### src/rtl/div_r32i_pkg.sv
// div_r32i_pkg: shared ALU operation codes and divider state encoding
package div_r32i_pkg;
  localparam logic [4:0] ALU_ADD  = 5'h00;
  localparam logic [4:0] ALU_SUB  = 5'h01;
  localparam logic [4:0] ALU_SLL  = 5'h02;
  localparam logic [4:0] ALU_SLT  = 5'h03;
  localparam logic [4:0] ALU_SLTU = 5'h04;
  localparam logic [4:0] ALU_XOR  = 5'h05;
  localparam logic [4:0] ALU_SRL  = 5'h06;
  localparam logic [4:0] ALU_SRA  = 5'h07;
  localparam logic [4:0] ALU_OR   = 5'h08;
  localparam logic [4:0] ALU_AND  = 5'h09;
  localparam logic [4:0] ALU_LUI  = 5'h0a;
  localparam logic [4:0] ALU_DIV  = 5'h10;
  localparam logic [4:0] ALU_DIVU = 5'h11;
  localparam logic [4:0] ALU_REM  = 5'h12;
  localparam logic [4:0] ALU_REMU = 5'h13;
  typedef enum logic [1:0] {IDLE, CALC, FIX, DONE} div_state_t;
  function automatic logic is_div_op(input logic [4:0] c);
    return c == ALU_DIV || c == ALU_DIVU || c == ALU_REM || c == ALU_REMU;
  endfunction
endpackage

### src/rtl/div_step_r32i.sv
// div_step_r32i: one restoring division iteration (shift, trial subtract, select)
module div_step_r32i #(
  parameter int dataW = 32
) (
  input  logic [dataW-1:0] rem,
  input  logic [dataW-1:0] quo,
  input  logic [dataW-1:0] den,
  output logic [dataW-1:0] rem_n,
  output logic [dataW-1:0] quo_n
);
  logic [dataW:0] shifted, diff;
  always_comb begin
    shifted = {rem, quo[dataW-1]};
    diff = shifted - {1'b0, den};
    rem_n = diff[dataW] ? shifted[dataW-1:0] : diff[dataW-1:0];
    quo_n = {quo[dataW-2:0], ~diff[dataW]};
  end
endmodule

### src/rtl/div_r32i.sv
// div_r32i: multi-cycle radix-2 restoring divider for DIV/DIVU/REM/REMU
module div_r32i
  import div_r32i_pkg::*;
#(
  parameter int dataW = 32
) (
  input  logic             clock,
  input  logic             reset,
  input  logic             start,
  input  logic [4:0]       ALUCode,
  input  logic [dataW-1:0] A,
  input  logic [dataW-1:0] B,
  output logic             ready,
  output logic             valid,
  output logic [dataW-1:0] result
);
  localparam int CW = $clog2(dataW);
  div_state_t state, state_n;
  logic [dataW-1:0] rem, quo, den, rem_n, quo_n, mag_a, mag_b, spec_res, fix_res;
  logic [CW-1:0] cnt;
  logic neg, sel_q, accept, sgn, q_op, b_zero, ovf, special, last;
  div_step_r32i #(.dataW(dataW)) u_step (
    .rem(rem), .quo(quo), .den(den), .rem_n(rem_n), .quo_n(quo_n)
  );
  assign ready = state == IDLE;
  assign valid = state == DONE;
  always_comb begin
    sgn = ALUCode == ALU_DIV || ALUCode == ALU_REM;
    q_op = ALUCode == ALU_DIV || ALUCode == ALU_DIVU;
    mag_a = sgn && A[dataW-1] ? -A : A;
    mag_b = sgn && B[dataW-1] ? -B : B;
    b_zero = B == '0;
    ovf = sgn && A == {1'b1, {(dataW-1){1'b0}}} && B == '1;
    special = b_zero || ovf;
    // signed overflow quotient equals the dividend itself (most negative value)
    spec_res = b_zero ? (q_op ? '1 : A) : (q_op ? A : '0);
    accept = start && state == IDLE && is_div_op(ALUCode);
    last = cnt == CW'(dataW - 1);
    fix_res = sel_q ? (neg ? -quo : quo) : (neg ? -rem : rem);
    state_n = state == IDLE ? (accept ? (special ? DONE : CALC) : IDLE) :
              state == CALC ? (last ? FIX : CALC) :
              state == FIX  ? DONE : IDLE;
  end
  always_ff @(posedge clock or negedge reset)
    if (!reset) state <= IDLE;
    else state <= state_n;
  always_ff @(posedge clock or negedge reset) begin
    if (!reset) begin
      rem <= '0;
      quo <= '0;
      den <= '0;
      cnt <= '0;
      neg <= 1'b0;
      sel_q <= 1'b0;
      result <= '0;
    end else if (accept) begin
      rem <= '0;
      quo <= mag_a;
      den <= mag_b;
      cnt <= '0;
      sel_q <= q_op;
      neg <= sgn && (q_op ? A[dataW-1] ^ B[dataW-1] : A[dataW-1]);
      if (special) result <= spec_res;
    end else if (state == CALC) begin
      rem <= rem_n;
      quo <= quo_n;
      cnt <= cnt + 1'b1;
    end else if (state == FIX) begin
      result <= fix_res;
    end
  end
endmodule
### config.mk
export PLATFORM = sky130hd
export DESIGN_NAME = div_r32i
export DESIGN_NICKNAME = d
export VERILOG_FILES = /design/src/rtl/div_r32i_pkg.sv /design/src/rtl/div_step_r32i.sv /design/src/rtl/div_r32i.sv
export SDC_FILE = /design/constraint.sdc
export NUM_CORES = 1
export LEC_CHECK = 0
export CORE_ASPECT_RATIO = 0.7
export CORE_UTILIZATION = 64
export CTS_CLUSTER_SIZE = 16
export DETAILED_ROUTE_END_ITERATION = 16
export GPL_TIMING_DRIVEN = 0
export PLACE_DENSITY = 0.83
export SYNTH_ARGS = -nofsm -noshare
export SYNTH_HDL_FRONTEND = slang
export SYNTH_HIERARCHICAL = 1
export SYNTH_SLANG_ARGS = --single-unit
### constraint.sdc
create_clock -name clock -period 5.3 [get_ports clock]
set_input_delay 1.06 -clock clock [delete_from_list [all_inputs] [get_ports clock]]
set_output_delay 1.06 -clock clock [all_outputs]
set_load 0.005 [all_outputs]
### Word-level counts from Yosys, hierarchy flattened

Cells that the tools add are included.

| word-level totals | value |
|---|---|
| register bits | 137 |
| input port bits | 72 |

| operators by class | value |
|---|---|
| add/sub/neg operators | 6 |
| equality and inequality tests | 12 |
| mux-type cells | 26 |
| bitwise operators | 2 |
| reductions and logical operators | 17 |

Operators with widths:

| cell | number |
|---|---|
| 2-to-1 mux 32 bit | 17 |
| negator 32 bit | 4 |
| == test 32 bit (second input constant) | 2 |
| subtractor 33 x 32 -> 33 bit | 1 |
| logical NOT 32 bit | 1 |
| == test 5 bit (second input constant) | 5 |
| 2-to-1 mux 2 bit | 6 |
| 2-to-1 mux 5 bit | 2 |
| logical AND 1 bit | 7 |
| adder 5 x 1 -> 5 bit (second input constant) | 1 |
| logical OR 1 bit | 5 |
| == test 2 bit (second input constant) | 2 |
| nonzero test 2 bit | 2 |
| AND reduction 3 bit | 1 |
| == test 2 x 1 -> 1 bit (second input constant) | 1 |
| logical NOT 2 bit | 1 |
| != test 2 x 1 -> 1 bit (second input constant) | 1 |
| != test 2 bit (second input constant) | 1 |
| 2-to-1 mux 1 bit | 1 |
| inverter 1 bit | 1 |
| XOR 1 bit | 1 |

### Longest topological paths before layout

| logic depth | value |
|---|---|
| depth after elaboration | 8 |
| gate-level depth with buffers | 17 |
| mapped depth without buffers | 15 |

### Hierarchy

The synthesis kept the hierarchy.

Modules (own cells, without submodules):

| module | times used | cells each | area each (sq um) |
|---|---|---|---|
| div_r32i | 1 | 1,099 | 9,100.0 |
| div_step_r32i | 1 | 336 | 2,591.2 |

### Worst setup path after synthesis

No wires, ideal clock.

| timing | value |
|---|---|
| path kind | input -> register |
| start | in A[0] |
| end | reg result[0] |
| setup time | 125 ps |
| data arrival time | 3,329 ps |
| slack | 1,847 ps |
| cell stages on the path | 9 |
| buffers on the path | 1 |
| cell sequence | inv_1 ha_1 or3b_2 nor4_1 nand4_1 o41a_1 nand2_1 buf_2 mux2_2 |

| between the ends | value |
|---|---|
| word-level cells in the longest chain between the ends | 6 |
| elaborated cells between the ends (all ways) | 11 |
| classes of those cells | 2 x eq/ne; 5 x mux; 4 x reduce/logical |

Ends and longest elaborated chain:

| what | line | source |
|---|---|---|
| start: declaration | div_r32i.sv:11 | `input logic [dataW-1:0] A,` |
| == test 32 bit | div_r32i.sv:33 | `ovf = sgn && A == {1'b1, {(dataW-1){1'b0}}} && B == '1;` |
| logical AND 1 bit (2 in a row) | div_r32i.sv:33 |  |
| logical OR 1 bit | div_r32i.sv:34 | `special = b_zero \|\| ovf;` |
| != test 2 x 1 -> 1 bit (no source line) | n/a |  |
| AND reduction 3 bit (no source line) | n/a |  |
| end signal: assignment | div_r32i.sv:63 | `if (special) result <= spec_res;` |
| end signal: assignment | div_r32i.sv:69 | `result <= fix_res;` |
| end: declaration | div_r32i.sv:15 | `output logic [dataW-1:0] result` |

Parallel ways exist; a longest one is shown, timed or not. The select of a mux whose other input is x is not followed.
A chain may end at the register's enable or synchronous reset.

### Final worst setup path

| timing | value |
|---|---|
| start | in A[0] |
| end | reg result[30] |

| between the ends | value |
|---|---|
| word-level cells in the longest chain between the ends | 6 |

Ends and longest elaborated chain:

| what | line |
|---|---|
| == test 32 bit | div_r32i.sv:33 |
| logical AND 1 bit (2 in a row) | div_r32i.sv:33 |
| logical OR 1 bit | div_r32i.sv:34 |
| != test 2 x 1 -> 1 bit (no source line) | n/a |
| AND reduction 3 bit (no source line) | n/a |

Every way passes these cells.

==> metrics.cfg <==
[floorplan]
rows=40
start_util=0.667
ioPinCount=106
fp.dieH_um=115
dieArea_um2=18800
die_w_um=164
core_area_um2=17500

[hold_path]
hp-class=reg -> reg

[clock_network]
cts_tree=yes
cts_root_buf=clkbuf_16
clockBufferDepth=2
cts_htree_levels=4
insertion_delay_ns=0.43
cts_sinks=137
cts_buffers=17
path_clk_slew_ns=0.06
ctsResizeCount=0
postCtsSetupBuffers=0
cts_hold_buf=0

[setup_path]
critPathKind=in -> reg
crit_fanout=10
critPathLaunchType=primary input
critPathRequiredTime_ns=5.62
cp-end-kind=flip-flop
crit_arrival_ns=5.32

[synth]
ys_warn_count=6
synthArstFlopShare=1.00
syn_avg_cell_area_um2=8.15
synth-seq-area-share=0.293
synthesis.nets=1547
synth_edf_count=0
synth-main-ff-cell=dfrtp_1
synth.distinct_cells=90
syn_inst=1435
ys_ff_latch=137
netlist_area_um2=11700

[place]
port_buffers=104
dpl.cell_count=1771
gp_congestion=1.00
dpl.hpwl_um=31200

[global_routing]
grt_pass1_vias=11500
antenna_found_initial=0
grt_use_total=0.454
grt_pass1_wl_um=64700
grt_start_max_net_pins=86
gr-total-overflow=0

[pwr]
leakage_nw=5.53
power_density_nw_per_um2=747
finalPower_mw=10.2
ir_worst_vdd_uv=705

[finish]
area_growth_pct=17.0
layout_common_cells=nand2_1, dfrtp_1, o21ai_0, clkdlybuf4s50_1, xnor2_1
antenna_cells=0
final_net_count=1671
drive_above_1_share=0.0929
instances_no_fill=1802
layout_commonest_cell=nand2_1

[timing]
maxSlewViolCount=0
post-route-period-util=0.943
worstMarginPinSlew_ns=1.17
setup_violations=0
fin_worst_skew_ns=0.00831
period_needed_ns=5.00
hold_violations=0
slew_headroom=0.216
rsz0062_at_grt=false
fmax_mhz=200

[detailed_routing]
wl_per_cell_um=23.3
viasPerCell=7.01
vias=12600
first_pass_iters=7
postRouteAntennaNets=0
drt_first_iter_violations=2240
remaining_drc_errors=0
drt-total-wl_um=41900

[job]
cap_violations=0

[run_status]
status=finished, final reports clean

==> area by class of cell <==
cell class	count	area [µm²]
Timing Repair Buffer	105	1070
Fill cell	1275	3840
Inverter	50	195
Sequential cell	137	3430
Clock inverter	11	171
Tap cell	231	289
Buffer	115	661
Clock buffer	20	447
Multi-Input combinational cell	1133	7410
==> worst paths after layout <==
| kind | startpoint | endpoint | slack (ns) | cells after the start |
|---|---|---|---|---|
| min in group asynchronous | reset | den[25] | 0.59 | 1 |
| hold / removal | den[22] | den[22] | 0.48 | 2 |
| max in group asynchronous | reset | quo[16] | 3.88 | 2 |
| setup / recovery | A[0] | result[30] | 0.30 | 10 |
| setup reg to reg | quo[31] | rem[26] | 0.91 | 17 |
| hold reg to reg | den[22] | den[22] | 0.48 | 2 |
==> Yosys cell counts, drive strengths merged (3+ instances only) <==
| cell | count | area, µm² |
|---|---|---|
| buf | 51 | 407 |
| nand4 | 20 | 125 |
| nand3 | 30 | 150 |
| o41ai | 28 | 245 |
| xnor2 | 85 | 744 |
| a22o | 3 | 26.3 |
| nand2 | 212 | 796 |
| o21bai | 5 | 37.5 |
| a31oi | 38 | 238 |
| ha | 39 | 488 |
| dfrtp | 137 | 3430 |
| or3 | 24 | 150 |
| or2 | 7 | 43.8 |
| nor4 | 26 | 190 |
| a41oi | 7 | 61.3 |
| and3 | 23 | 145 |
| o2111ai | 6 | 58.8 |
| o22ai | 11 | 68.8 |
| nor2 | 87 | 339 |
| clkbuf | 62 | 233 |
| or4 | 24 | 184 |
| and2 | 5 | 35.0 |
| mux2 | 32 | 432 |
| a21oi | 56 | 288 |
| a21o | 18 | 136 |
| nand2b | 6 | 37.5 |
| a211oi | 5 | 42.5 |
| a22oi | 10 | 75.1 |
| mux2i | 8 | 92.6 |
| nor3 | 31 | 160 |
| o311ai | 6 | 52.6 |
| o211ai | 7 | 52.6 |
| nor2b | 5 | 31.3 |
| xor2 | 56 | 490 |
| o21a | 9 | 67.6 |
| nor4b | 5 | 43.8 |
| inv | 50 | 195 |
| o31ai | 43 | 323 |
| o21ai | 117 | 586 |
| or3b | 3 | 26.3 |
| o221ai | 3 | 26.3 |
==> kinds of logic (layout without fill, tap and decap cells) <==
logic type / after synthesis / in the layout / synth area share
AO/OA/AOI/OAI: 390 / 390 / 0.218
XOR/XNOR: 141 / 141 / 0.106
adder cells (fa/ha/maj): 40 / 40 / 0.0435
buffers and inverters: 165 / 301 / 0.0732
flip-flops: 137 / 137 / 0.293
multiplexers: 41 / 41 / 0.0468
AND/OR/NAND/NOR: 521 / 521 / 0.219
==> critical path, stage by stage <==
cell	delay, ns
clkdlybuf4s50_1	0.55
inv_1	0.12
ha_1	0.19
or3b_2	0.51
nor4_1	0.83
nand4_1	0.52
o41ai_1	0.84
nor2_2	0.18
buf_6	0.21
o311ai_1	0.30
==> registers in the layout (all words and copies together), names as in the netlist <==
name,flops
den,32
quo,32
rem,32
result,32
cnt,5
state,2
neg,1
sel_q,1
==> metal layers <==
metal / up-vias / GRT usage / routed length [µm] / share of wire
li1: 5463 / - / - / -
met3: 144 / 0.135 / 6470 / 0.15
met5: - / 0 / 0 / 0
met1: 5986 / 0.666 / 17200 / 0.41
met4: 0 / 0.151 / 1310 / 0.031
met2: 1042 / 0.632 / 16900 / 0.40
==> metrics by stage <==
step / cell area, µm² / TNS, ns / util / setup slack [ns] / hold slack, ns
4_1_cts: 13700 / 0 / 0.781 / 0.621 / 0.485
2_1_floorplan: 11700 / 0 / - / 1.85 / 0.439
5_1_grt: 13700 / 0 / 0.781 / 0.144 / 0.503
6_report: 13700 / 0 / 0.781 / 0.303 / 0.484
3_3_place_gp: 13000 / -343.53 / 0.743 / -2.53 / 0.455
3_5_place_dp: 13100 / 0 / 0.745 / 0.235 / 0.471
==> where the power goes <==
part	leakage [nW]	switching, mW	internal, mW
Sequential	1.68	0.658	1.57
Clock	0.296	0.500	0.799
Combinational	3.55	3.54	3.14
(Power assumes the default switching activity.)
